File: config.mk
export PLATFORM = sky130hd
export DESIGN_NAME = rx_linestate_ctrl
export DESIGN_NICKNAME = d
export VERILOG_FILES = /design/src/rtl/rx_linestate_ctrl.sv
export SDC_FILE = /design/constraint.sdc
export NUM_CORES = 1
export LEC_CHECK = 0
export ABC_AREA = 1
export CAP_MARGIN = 20
export CELL_PAD_IN_SITES_DETAIL_PLACEMENT = 1
export CELL_PAD_IN_SITES_GLOBAL_PLACEMENT = 1
export CORE_UTILIZATION = 41
export DETAILED_ROUTE_END_ITERATION = 10
export PLACE_DENSITY = 0.75
export SYNTH_ARGS = -nofsm -noshare
export SYNTH_HDL_FRONTEND = slang
export SYNTH_SLANG_ARGS = --single-unit
File: constraint.sdc
create_clock -name clk -period 1.7 [get_ports clk]
set_clock_uncertainty 0.05 [all_clocks]
set_input_delay 0.255 -clock clk [delete_from_list [all_inputs] [get_ports clk]]
set_output_delay 0.255 -clock clk [all_outputs]
set_load 0.02 [all_outputs]
File: src/rtl/rx_linestate_ctrl.sv
// rtl/rx_linestate_ctrl.sv - full-speed receive line-state sampler with SYNC/DATA/EOP framing
// Optional SE0 bus-reset detector is built when RX_BUS_RESET_DET_EN is defined.
module rx_linestate_ctrl #(
   parameter int SE0_RST_CYC  = 120,
   parameter int SYNC_MIN_ALT = 3
) (
   input  logic       clk,
   input  logic       rst_n,
   input  logic       line_dp,
   input  logic       line_dm,
   input  logic       rx_en,
   output logic [1:0] line_state,
   output logic       rx_active,
   output logic       rx_bit_vld,
   output logic       rx_bit,
   output logic       eop_det,
   output logic       rx_err,
   output logic       bus_reset
);

   localparam logic [1:0] LS_SE0 = 2'b00;
   localparam logic [1:0] LS_J   = 2'b01;
   localparam logic [1:0] LS_K   = 2'b10;

   typedef enum logic [1:0] {ST_IDLE, ST_SYNC, ST_DATA, ST_EOP} state_e;

   logic [1:0] line_state_q, line_state_d;
   logic [1:0] phase_q, phase_d;
   logic       strobe;
   state_e     state_q, state_d;
   logic [2:0] alt_cnt_q, alt_cnt_d;
   logic       prev_j_q, prev_j_d;
   logic [2:0] se0_cnt_q, se0_cnt_d;
   logic       rx_active_q, rx_active_d;
   logic       rx_bit_vld_q, rx_bit_vld_d;
   logic       rx_bit_q, rx_bit_d;
   logic       eop_det_q, eop_det_d;
   logic       rx_err_q, rx_err_d;
   logic       samp_j, samp_k, samp_se0;

   // Phase restarts on every line transition so the strobe lands mid-bit.
   assign line_state_d = {line_dm, line_dp};
   assign phase_d      = (line_state_d != line_state_q) ? 2'd0 : phase_q + 2'd1;
   assign strobe       = (phase_q == 2'd1);

   assign samp_j   = (line_state_q == LS_J);
   assign samp_k   = (line_state_q == LS_K);
   assign samp_se0 = (line_state_q == LS_SE0);

   always_comb begin
      state_d      = state_q;
      alt_cnt_d    = alt_cnt_q;
      prev_j_d     = prev_j_q;
      se0_cnt_d    = se0_cnt_q;
      rx_active_d  = rx_active_q;
      rx_bit_vld_d = 1'b0;
      rx_bit_d     = rx_bit_q;
      eop_det_d    = 1'b0;
      rx_err_d     = 1'b0;
      if (!rx_en) begin
         state_d     = ST_IDLE;
         rx_active_d = 1'b0;
      end else if (strobe) begin
         case (state_q)
            ST_IDLE: begin
               if (samp_k) begin
                  state_d   = ST_SYNC;
                  alt_cnt_d = 3'd0;
                  prev_j_d  = 1'b0;
               end
            end
            ST_SYNC: begin
               if (samp_j || samp_k) begin
                  if (samp_j != prev_j_q) begin
                     prev_j_d = samp_j;
                     if (alt_cnt_q != 3'd7) alt_cnt_d = alt_cnt_q + 3'd1;
                  end else if (samp_k && (int'(alt_cnt_q) >= SYNC_MIN_ALT)) begin
                     state_d     = ST_DATA;
                     rx_active_d = 1'b1;
                  end else begin
                     state_d = ST_IDLE;
                  end
               end else begin
                  state_d  = ST_IDLE;
                  rx_err_d = 1'b1;
               end
            end
            ST_DATA: begin
               if (samp_j || samp_k) begin
                  rx_bit_vld_d = 1'b1;
                  rx_bit_d     = samp_j;
               end else if (samp_se0) begin
                  state_d   = ST_EOP;
                  se0_cnt_d = 3'd1;
               end else begin
                  state_d     = ST_IDLE;
                  rx_active_d = 1'b0;
                  rx_err_d    = 1'b1;
               end
            end
            ST_EOP: begin
               if (samp_se0) begin
                  se0_cnt_d = se0_cnt_q + 3'd1;
                  // Fourth SE0 sample means the EOP is too long.
                  if (se0_cnt_q == 3'd3) begin
                     state_d     = ST_IDLE;
                     rx_active_d = 1'b0;
                     rx_err_d    = 1'b1;
                  end
               end else if (samp_j) begin
                  state_d     = ST_IDLE;
                  rx_active_d = 1'b0;
                  eop_det_d   = 1'b1;
               end else begin
                  state_d     = ST_IDLE;
                  rx_active_d = 1'b0;
                  rx_err_d    = 1'b1;
               end
            end
            default: state_d = ST_IDLE;
         endcase
      end
   end

   always_ff @(posedge clk or negedge rst_n) begin
      if (!rst_n) begin
         line_state_q <= LS_J;
         phase_q      <= 2'd0;
         state_q      <= ST_IDLE;
         alt_cnt_q    <= 3'd0;
         prev_j_q     <= 1'b0;
         se0_cnt_q    <= 3'd0;
         rx_active_q  <= 1'b0;
         rx_bit_vld_q <= 1'b0;
         rx_bit_q     <= 1'b0;
         eop_det_q    <= 1'b0;
         rx_err_q     <= 1'b0;
      end else begin
         line_state_q <= line_state_d;
         phase_q      <= phase_d;
         state_q      <= state_d;
         alt_cnt_q    <= alt_cnt_d;
         prev_j_q     <= prev_j_d;
         se0_cnt_q    <= se0_cnt_d;
         rx_active_q  <= rx_active_d;
         rx_bit_vld_q <= rx_bit_vld_d;
         rx_bit_q     <= rx_bit_d;
         eop_det_q    <= eop_det_d;
         rx_err_q     <= rx_err_d;
      end
   end

   assign line_state = line_state_q;
   assign rx_active  = rx_active_q;
   assign rx_bit_vld = rx_bit_vld_q;
   assign rx_bit     = rx_bit_q;
   assign eop_det    = eop_det_q;
   assign rx_err     = rx_err_q;

`ifdef RX_BUS_RESET_DET_EN
   localparam int SE0_CW = $clog2(SE0_RST_CYC + 1);
   localparam logic [SE0_CW-1:0] SE0_MAX = SE0_CW'(SE0_RST_CYC);

   logic [SE0_CW-1:0] se0_run_q, se0_run_d;

   // Runs off line_state alone so it keeps working while the link transmits.
   always_comb begin
      se0_run_d = se0_run_q;
      if (line_state_q != LS_SE0) se0_run_d = '0;
      else if (se0_run_q != SE0_MAX) se0_run_d = se0_run_q + SE0_CW'(1);
   end

   always_ff @(posedge clk or negedge rst_n) begin
      if (!rst_n) se0_run_q <= '0;
      else        se0_run_q <= se0_run_d;
   end

   assign bus_reset = (se0_run_q == SE0_MAX);
`else
   assign bus_reset = 1'b0;
`endif

endmodule
* Yosys cells after proc, flatten, opt, wreduce, memory -nomap -nowiden
Cells that the tools add are included.
** Word-level totals
- Flip-flop bits (word level) :: 18
- Input bits :: 5
- Output and inout port bits :: 8
- Word-level logic and storage cells :: 107
** Operators by class
- Add/sub/neg operators :: 3
- $lt $le $gt $ge :: 1
- Equality and inequality tests :: 27
- Muxes and demuxes :: 53
- Reduce and logical (&&, ||, !) cells :: 12
** Operator list (number)
- 2-to-1 mux 1 bit :: 29
- 2-to-1 mux 2 bit :: 11
- 2-to-1 mux 3 bit :: 7
- inequality test 3 bit, second input constant :: 7
- inequality test 2 bit, second input constant :: 7
- case mux 3 bit (2 select lines) :: 2
- AND reduction 6 bit :: 2
- inequality test 4 bit, second input constant :: 2
- case mux 2 bit (4 select lines) :: 1
- AND reduction 8 bit :: 1
- AND reduction 7 bit :: 1
- adder 3 x 1 -> 3 bit, second input constant :: 2
- == test 2 x 1 -> 1 bit, second input constant :: 3
- == test 2 bit, second input constant :: 3
- case mux 1 bit (3 select lines) :: 2
- AND reduction 5 bit :: 1
- zero test 2 bit :: 2
- inequality test 4 x 1 -> 1 bit, second input constant :: 1
- AND reduction 4 bit :: 1
- nonzero test 2 bit :: 2
- == test 3 x 2 -> 1 bit, second input constant :: 1
- greater-or-equal comparator 3 x 2 -> 1 bit, second input constant :: 1
- adder 2 x 1 -> 2 bit, second input constant :: 1
- inequality test 2 x 1 -> 1 bit, second input constant :: 1
- 5 further kinds :: 5

* Longest topological paths before layout
Gate-level depths: netlist of run 1.
- Depth after elaboration :: 8
- Mapped depth :: 10

* Worst setup path before layout of run 1
OpenSTA, ideal clock, no wires.
- Kind :: register to register
- Start point :: register line_state_q[0] (netlist: line_state[0])
- End point :: register state_q[1]
- Library setup time :: 0.118 ns
- Arrival time :: 1.530 ns
- Slack :: 0.003 ns
- Stages on the path, launching flop included :: 9
- Buffers on the path :: 0
- Clock period less this slack :: 1.697 ns
- Cell sequence :: dfstp_2 > inv_1 > ha_1 > nand4_1 > nand2_1 > nor2_2 > nand2_2 > nand2_1 > nand2_1
** On the way
- Cells in the longest elaborated chain, start to end :: 8
** Ends and longest elaborated chain
- from (decl) :: RTL line 27 : logic [1:0] line_state_q, line_state_d;
- from (signal assigned) :: RTL line 139 : line_state_q <= line_state_d;
- == test 2 bit :: RTL line 47 : assign samp_k = (line_state_q == LS_K);
- logical AND 1 bit :: RTL line 77 : end else if (samp_k && (int'(alt_cnt_q) >= SYNC_MIN_ALT)) begin
- 2-to-1 mux 2 bit :: RTL line 77
- 2-to-1 mux 2 bit :: RTL line 74 : if (samp_j != prev_j_q) begin
- 2-to-1 mux 2 bit :: RTL line 73 : if (samp_j || samp_k) begin
- case mux 2 bit (4 select lines) :: RTL line 64 : case (state_q)
- 2-to-1 mux 2 bit :: RTL line 63 : end else if (strobe) begin
- 2-to-1 mux 2 bit :: RTL line 60 : if (!rx_en) begin
- to (signal assigned) :: RTL line 141 : state_q <= state_d;
- to (decl) :: RTL line 30 : state_e state_q, state_d;
Several ways; a longest one is shown, not always the timed one. The select of a mux whose other input is x is not followed.
A chain may end at the register's enable or synchronous reset.

* Worst setup path after layout of run 1
- Start point :: register line_state_q[0] (netlist: line_state[0])
- End point :: output port line_state[0]
** RTL lines
- to (decl) :: RTL line 12 : output logic [1:0] line_state,
No word-level cell between the ends.

==> results of run 1 <==
## sequential cells by signal, summed over array words and instances (netlist names)
name / count
se0_cnt_q: 3
phase_q: 2
rx_active: 1
line_state: 2
rx_bit_vld: 1
rx_err: 1
prev_j_q: 1
alt_cnt_q: 3
eop_det: 1
state_q: 2
rx_bit: 1
## worst paths after layout
kind | startpoint | endpoint | depth (start not counted)
hold reg to reg | phase_q[0]$_DFF_PN0_ | phase_q[0]$_DFF_PN0_ | 1
setup / recovery | line_state[0]$_DFF_PN1_ | line_state[0] | 2
max in group asynchronous | rst_n | rx_bit_vld$_DFF_PN0_ | 2
setup reg to reg | line_state[0]$_DFF_PN1_ | rx_active$_DFFE_PN0P_ | 9
hold / removal | rst_n | line_state[1]$_DFF_PN0_ | 1
min in group clk | line_dp | line_state[0]$_DFF_PN1_ | 1
## cells by family after synthesis
logic type      count (synthesis)  synth area share, %
buf+inv                        18                7.120
compound gates                 10                5.038
xor+xnor                        2                1.534
simple gates                   82                35.49
flops                          18                39.54
fa+ha+maj                      10                10.95
other cells                     1               0.3283
## report_power, final
group / switching, uW / total [uW] / internal, uW
clock network: 140 / 231 / 91.4
registers: 69.3 / 545 / 475
logic: 230 / 376 / 146
## synth_stat cells (all sizes together)
library cell	instances	area (um2)
xnor2	2	17.52
nand3b	1	7.510
a21oi	2	10.01
inv	16	62.56
dfstp	1	26.28
buf	2	18.77
conb	1	3.750
nor3	3	26.28
dfrtp	17	425.4
nand4	4	25.02
o21ai	8	47.54
nand2	45	191.4
nand3	9	55.05
ha	10	125.1
nor2	20	100.1
## stage by stage
step                      total power (uW)  std cells  hold WS, ns
final                                 1152        193       0.2052
after global routing                  1238        193       0.2373
after CTS                             1146        191       0.2195
after detailed placement             908.4        187       0.4049
after global placement               877.6        187       0.3690
after floorplan                      793.1        141     -0.09059
## per-layer routing
layer  share of wire (%)  vias to the layer above
li1                    -                      488
met5                   0                        -
met2                  52                       11
met3                 2.2                        5
met1                  45                      493
met4                0.92                        0
## critical path: cells and delay by family (launching register included)
family	cells	cell delay, ns
flops	1	0.57
buf+inv	2	0.46
## repair_timing
| action | 4_1_cts | 5_1_grt |
|---|---|---|
| endpoints found under the setup margin | 9 | 6 |
| buffers inserted | 0 | 2 |
| gates cloned | 0 | 0 |
| gates resized for setup | 4 | 8 |
| pin swaps | 0 | 1 |
## cell type report
class | count | area (um2)
fillers | 311 | 1149
multi-input cells | 105 | 643.1
flip-flops and latches | 18 | 451.7
repair buffers | 20 | 175.2
inverters | 16 | 62.56
well taps | 30 | 37.54
clock buffers | 4 | 26.28
==> summary.md, run 1 <==
| Metric | Value |
|---|---|
| Status | `completed` |
| Routed Antenna Nets | `0` |
| Crit-path cells | `buf_4 -> dlygate4sd2_1` |
| Reg-to-reg setup timing slack | `about 0.075 ns` |
| Max Clk Rate | `615.6 MHz` |
| IO Pins | `13` |
| Diodes inserted | `0` |
| Vias post-DR | `997` |
| MaxCap Viol Count | `0` |
| Leak pwr | `a little under 0.0007 uW` |
| WS Path Type | `reg2out` |
| Final Cycle Share | `between 90% and 100%` |
| Die width | `about 55 um` |
| Startpoint Class | `flip-flop` |
| Most used routing layer | `met2` |
| Die height | `around 55 um` |
| DRT Wirelength | `roughly 3 mm` |
| Hold Crit Class | `in2async` |
| RSZ-0062 raised after global routing | `yes` |
| Sequential fraction of the synthesis area | `39.54%` |
| Final setup fails | `0` |
| Core region area | `0.002545 mm2` |
| Inserted Clock Buffers | `3` |
| Row count | `18` |
| Vias in the first global route | `just over 1,000` |
| Final worst setup slack | `0.07548 ns` |
| Bufs on Longest Clock Path | `2` |
| Synth cell types | `25` |
| Hold_buf cts | `0` |
| Initial DRC Count | `12` |
| Worst-skew pair later-pin latency | `0.30 ns` |
| Detailed-route DRC error count | `0` |
| Leading cell types in the layout, fill and taps excluded | `37 x nand2_1, 17 x dfrtp_1, 14 x inv_1, 13 x nor2_1` |
| DR pass1 iterations | `4` |
| Finished Cell Area | `0.001396 mm2` |
| Area grow syn2layout | `22.23%` |
| Cell Area, Placed | `0.001324 mm2` |
| Final Core Density | `a little over half` |
| Crit-path slowest cell | `dfstp_2` |
| Routed WL per cell | `15.23 um` |
| Mean Syn Cell Area | `8.102 um2` |
| #FFs+latches synth | `18` |
| Most common cell after layout, fill and taps aside | `nand2_1` |
| Worst-case vdd ir drop | `0.5051 mV` |
| First-pass GRT wire length | `~4.7 mm` |
| DP Worst Slack | `-0.05797 ns` |
| Clock transition at path regs | `0.11 ns` |
| Net Count, Synth | `156` |
| # clock sinks | `18` |
| YS warnings | `0` |
| CP arrival | `1.32 ns` |
| Post-synthesis cell area | `0.001142 mm2` |
| RePlAce Congestion | `~0.78` |
| CTS tree | `yes` |
| CP max FO | `3` |
| Met1 Usage GRT | `28.69%` |
| NumNets Final | `179` |
| Final HPWL DP | `2.260 mm` |
| Die ar. | `approximately 0.003 mm2` |
| Buffers on Ports | `11` |
| Initial antenna violation count | `0` |
| Met2 global-route usage | `40.36%` |
| Post-Syn Instances | `141` |
| GR Util met3 | `3.611%` |
| Initial Util | `between 40% and 50%` |
| Setup tns final | `0 ns` |
| Overflow after GRT | `0` |
| GRT Overall Usage | `22.85%` |
| PwrDens | `824.7 mW/mm2` |
| Min Tclk post-route | `about 1.6 ns` |
| Crit. End Element | `output port` |
| Pin count of the biggest net entering global routing | `11` |
| Htree depth | `1` |
| Layout cells sized above 1 | `23.93%` |
| Root Driver | `clkbuf_4` |
| Final Hold Vio Count | `0` |
| Slew Limit Fails | `0` |
| CP peak stage delay | `0.57 ns` |
| Vias/cell | `5.166` |
| Worst endpoint required time | `1.39 ns` |
Power figures use the tool's default switching activity.
==> run 2: changes to the inputs <==
- CORE_ASPECT_RATIO: default -> 0.5
- PLACE_DENSITY: 0.75 -> default
- PLACE_DENSITY_LB_ADDON: default -> 0.1
- TNS_END_PERCENT: default -> 100
==> run 2 against run 1 <==
  * Non-clock buffer count increased by 1
  * Critical path depth increased by 8
  * Count of clock-buffer cells in the layout unchanged
  * Sequential share of layout area decreased by 1.0 points
  * First-iteration DRC count increased to 3.7 times the previous value
  * Combinational power about the same
  * Hold slack improved by 0.069 ns
  * Clock power increased by 58%
  * Critical path type is now reg2reg
  * Critical endpoint is now state_q[1]$_DFFE_PN0P_
  * Largest cell class unchanged
==> summary.md, run 2 (synthesized netlist as in run 1, its figures left out) <==
| Metric | Value |
|---|---|
| Status | `completed` |
| Routed WL per cell | `about 14 um` |
| Die ar. | `approximately 0.003 mm2` |
| Startpoint Class | `flip-flop` |
| Row count | `13` |
| Die width | `about 77 um` |
| Setup tns final | `0 ns` |
| Most common cell after layout, fill and taps aside | `nand2_1` |
| MaxCap Viol Count | `0` |
| Met2 WL | `1.369 mm` |
| Initial DRC Count | `44` |
| Met3 Wirelength | `82 um` |
| DRT Wirelength | `2.814 mm` |
| Pin count of the biggest net entering global routing | `19` |
| Htree depth | `1` |
| R2R Path End | `state_q[1]$_DFFE_PN0P_` |
| Overall power | `1282 uW` |
| Worst endpoint required time | `roughly 1.8 ns` |
| IO Pins | `13` |
| Leak pwr | `0.0007150 uW` |
| Hold_buf cts | `0` |
| Inserted Clock Buffers | `3` |
| Root Driver | `clkbuf_8` |
| Initial antenna violation count | `0` |
| Core region area | `approximately 0.0026 mm2` |
| Reg2reg start | `line_state[0]$_DFF_PN1_` |
| Slew Limit Fails | `0` |
| Hold Crit Class | `in2async` |
| Die height | `39.33 um` |
| Final setup fails | `0` |
| Worst-case vdd ir drop | `~0.46 mV` |
| Clock transition at path regs | `roughly 0.07 ns` |
| DR pass1 iterations | `4` |
| Min Tclk post-route | `1.677 ns` |
| Buffers on Ports | `11` |
| GRT Overall Usage | `20.64%` |
| Multi-input logic area | `638.1 um2` |
| Final Cycle Share | `98.64%` |
| Final Core Density | `between 50% and 60%` |
| Placed insts | `195` |
| Finished Cell Area | `0.001441 mm2` |
| Max Clk Rate | `596.3 MHz` |
| Reg-to-reg setup timing slack | `approximately 0.023 ns` |
| Worst-skew pair later-pin latency | `0.26 ns` |
| Post-Layout Cell Count | `201` |
| Worst Reg2Reg Path Length in Cells | `10` |
| Top Layer Used | `met4` |
| Detailed-route DRC error count | `0` |
| Vias/cell | `4.806` |
| Bufs on Longest Clock Path | `2` |
| Final Hold Vio Count | `0` |
| Vias post-DR | `966` |
| PwrDens | `889.1 mW/mm2` |
| Post-Route M1 WL | `1.320 mm` |
| Crit. End Element | `flip-flop` |
| Top flop regs | `alt_cnt_q (3), se0_cnt_q (3)` |
| RSZ-0062 raised after global routing | `yes` |
| WS Path Type | `reg2reg` |
| Final HPWL DP | `between 2 and 2.5 mm` |
| # clock sinks | `18` |
| CTS tree | `yes` |
| Vias in the first global route | `947` |
| CP arrival | `1.79 ns` |
| Initial Util | `43.62%` |
| Layout cells sized above 1 | `between 20% and 30%` |
| Area grow syn2layout | `26.18%` |
| First-pass GRT wire length | `4.388 mm` |
| Filler cell count | `between 300 and 400` |
| Cell Area, Placed | `0.001340 mm2` |
| Overflow after GRT | `0` |
| Routed Antenna Nets | `0` |
| Register area | `451.7 um2` |
| Leading cell types in the layout, fill and taps excluded | `36 x nand2_1, 17 x dfrtp_1, 14 x inv_1, 13 x nor2_1, 10 x clkdlybuf4s50_1` |
| RePlAce Congestion | `0.8170` |
| CP max FO | `3` |
| NumNets Final | `180` |
| Diodes inserted | `0` |
[run 2: cell count changes in the layout (fill, tap and decap cells not counted), sizes merged]
cell           previous run  this run
buf                       9        10
clkdlybuf4s50             9        10
dlygate4sd2               2         1
[run 2: per-layer routing]
metal / track usage, % / up-vias
met5: 0 / -
met4: 8.654 / 0
met3: 5.581 / 4
met2: 37.16 / 10
met1: 24.40 / 465
li1: - / 487
[run 2: per-stage QoR]
step | worst slack [ns] | hold WS (ns)
floorplan | 0.002639 | -0.09059
global placement | -0.01367 | 0.3678
detailed placement | -0.06587 | 0.3741
CTS | 0.01397 | 0.2823
global route | -0.02657 | 0.2974
finish | 0.02311 | 0.2745
[run 2: how the worst max path moves through the flow]
stage / startpoint / end / depth (start not counted) / slack, ns
after global routing: line_state[0]$_DFF_PN1_ / state_q[1]$_DFFE_PN0P_ / 10 / -0.03
after floorplan: line_state[0]$_DFF_PN1_ / state_q[1]$_DFFE_PN0P_ / 8 / 0.003
after CTS: line_state[0]$_DFF_PN1_ / rx_active$_DFFE_PN0P_ / 10 / 0.01
after global placement: line_state[0]$_DFF_PN1_ / rx_active$_DFFE_PN0P_ / 9 / -0.01
after detailed placement: line_state[0]$_DFF_PN1_ / rx_active$_DFFE_PN0P_ / 9 / -0.07
final: line_state[0]$_DFF_PN1_ / state_q[1]$_DFFE_PN0P_ / 10 / 0.02
[run 2: area by class of cell]
type                       instances  share of cell area (%)
timing repair buffer              21                   13.02
tap                               37                   3.212
inverter                          16                   4.340
sequential                        18                   31.34
multi-input combinational        105                   44.27
clock buffer                       4                   3.819
[run 2: timing repair]
item,in CTS,in global routing
setup buffers,0,2
gates resized for setup,4,7
setup endpoints to repair,3,3
pin swaps,0,4
[run 2: worst max-delay path, cell delays in order, from the launching register on]
cell and delay (ns):
dfstp_2 0.56, inv_2 0.06, ha_4 0.16, nand2_2 0.11
inv_1 0.08, nand2_1 0.09, nand2_2 0.07, nor2_2 0.19
nand2_2 0.07, nand2_1 0.06, nand2_1 0.06
[run 2: power by group]
part | internal, uW | switching (uW) | total (uW)
clock network | 207 | 158 | 365
registers | 476 | 66.5 | 542
logic | 147 | 227 | 374
==> run 3: changes to the inputs <==
- CORE_ASPECT_RATIO: 0.5 -> default
- TNS_END_PERCENT: 100 -> 1
==> run 3 against run 2 <==
  * Non-clock buffer count fell by 3
  * Combinational power fell by 1%
  * Critical path depth down 8
  * Power down 6.5%
==> summary.md, run 3 (synthesized netlist as in run 1, its figures left out) <==
| Metric | Value |
|---|---|
| CP Buf/Inv Count | `2` |
| Max Clk Rate | `~610 MHz` |
| Detailed-route DRC error count | `0` |
| Worst endpoint required time | `1.39 ns` |
| Crit-path slowest cell | `dfstp_2` |
| GRT Overall Usage | `22.60%` |
| Reg-to-reg setup timing slack | `around 0.08 ns` |
| Worst Reg2Reg Path Length in Cells | `9` |
| Reg2reg start | `line_state[0]$_DFF_PN1_` |
| Vias/cell | `5.089` |
| Final Cycle Share | `96.15%` |
| CP peak stage delay | `slightly below 0.6 ns` |
| NumNets Final | `roughly 180` |
| WS Path Type | `reg2out` |
| CP arrival | `about 1.3 ns` |
| Setup bufs post-CTS | `0` |
| Buffers on Ports | `11` |
| Area grow syn2layout | `21.69%` |
| Die ar. | `0.003001 mm2` |
| R2R Path End | `rx_active$_DFFE_PN0P_` |
| Pin count of the biggest net entering global routing | `11` |
| Status | `completed` |
| Initial DRC Count | `7` |
| DRT Wirelength | `2.801 mm` |
| Finished Cell Area | `0.001390 mm2` |
| Overflow after GRT | `0` |
| Crit-path cells | `buf_4 -> clkdlybuf4s15_1` |
| Final Hold Vio Count | `0` |
| GR Util met3 | `under 10%` |
| CP max FO | `3` |
| Bufs on Longest Clock Path | `2` |
| Worst-skew pair later-pin latency | `around 0.3 ns` |
| Vias in the first global route | `992` |
| Leading cell types in the layout, fill and taps excluded | `36 x nand2_1, 17 x dfrtp_1, 14 x nor2_1, 14 x inv_1` |
| Startpoint Class | `flip-flop` |
| Root Driver | `clkbuf_4` |
| RSZ-0062 raised after global routing | `yes` |
| Final worst setup slack | `0.06548 ns` |
| Setup crit end | `line_state[0]` |
| Core region area | `0.002545 mm2` |
| Htree depth | `1` |
| Vias post-DR | `972` |
| Top flop regs | `alt_cnt_q (3), se0_cnt_q (3)` |
| Delay-heaviest family, CP | `flip-flops` |
| Placed insts | `187` |
| Slew Limit Fails | `0` |
| Initial antenna violation count | `0` |
| Row count | `18` |
| # clock sinks | `18` |
| Critical Path Source | `line_state[0]$_DFF_PN1_` |
| Die width | `roughly 55 um` |
| Worst-case vdd ir drop | `0.6544 mV` |
| DR pass1 iterations | `4` |
| Hold Crit Class | `in2async` |
| Leak pwr | `0.0006931 uW` |
| Worst path depth | `2` |
| Clock transition at path regs | `between 0.1 and 0.15 ns` |
| Cell Area, Placed | `0.001324 mm2` |
| MaxCap Viol Count | `0` |
| Most used routing layer | `met2` |
| First-pass GRT wire length | `roughly 4.6 mm` |
| CTS tree | `yes` |
| DP Worst Slack | `-0.008911 ns` |
| Inserted Clock Buffers | `3` |
| Routed Antenna Nets | `0` |
| Met1 Usage GRT | `a little over a quarter` |
| Met2 global-route usage | `about two fifths` |
| Layout cells sized above 1 | `22.98%` |
| PwrDens | `862.4 mW/mm2` |
| Post-Layout Cell Count | `around 190` |
| RePlAce Congestion | `about 0.83` |
| Final setup fails | `0` |
| Most common cell after layout, fill and taps aside | `nand2_1` |
| Routed WL per cell | `14.66 um` |
| Die height | `54.79 um` |
| Diodes inserted | `0` |
| Final HPWL DP | `approximately 2.2 mm` |
| IO Pins | `13` |
| Crit. End Element | `output port` |
| Min Tclk post-route | `1.635 ns` |
| Initial Util | `around 45%` |
==> run 3: cell types whose count changed in the layout (fill, tap and decap cells not counted), sizes merged <==
cell           delta
buf               -3
clkdlybuf4s15     +1
clkdlybuf4s50     -1
==> run 3: repair_timing <==
item,in CTS,in global routing
pin swaps,0,3
setup endpoints to repair,9,7
gates resized for setup,4,8
hold buffers,0,0
==> run 3: per-stage QoR <==
| step | hold WS [ns] | power (uW) | utilization, % | TNS [ns] |
|---|---|---|---|---|
| final | 0.1939 | 1199 | 54.62 | 0 |
| after floorplan | -0.09059 | 793.1 | - | 0 |
| after detailed placement | 0.3774 | 906.4 | 52.02 | -0.03010 |
| after CTS | 0.2065 | 1192 | 53.83 | 0 |
| after global routing | 0.2221 | 1271 | 54.62 | -0.005099 |
| after global placement | 0.3705 | 876.0 | 52.02 | 0 |
==> run 3: area by class of cell <==
class,instances,area (um2)
Inverter,16,62.56
Tap cell,30,37.54
Multi-Input combinational cell,105,640.6
Sequential cell,18,451.7
Clock buffer,4,36.28
Timing Repair Buffer,18,161.4
Fill cell,326,1155
==> run 3: where the power goes <==
group / switching [uW] / internal, uW
combinational: 228 / 141
clock: 154 / 131
sequential: 69.9 / 475
total: 452 / 747
==> run 3: worst min-delay path by stage <==
stage	start	to	slack, ns	cells past startpoint
after floorplan	rst_n	alt_cnt_q[0]$_DFFE_PN0P_	-0.09	0
after global routing	rst_n	state_q[1]$_DFFE_PN0P_	0.22	1
after detailed placement	phase_q[0]$_DFF_PN0_	phase_q[0]$_DFF_PN0_	0.38	1
final	rst_n	state_q[1]$_DFFE_PN0P_	0.19	1
after global placement	phase_q[0]$_DFF_PN0_	phase_q[0]$_DFF_PN0_	0.37	1
after CTS	rst_n	state_q[0]$_DFFE_PN0P_	0.21	1
==> run 3: routing by layer <==
layer	part of all wire, %	routed length (um)
met4	1.2	34
met3	3.0	83
met2	53	1481
met1	43	1201
met5	0	0
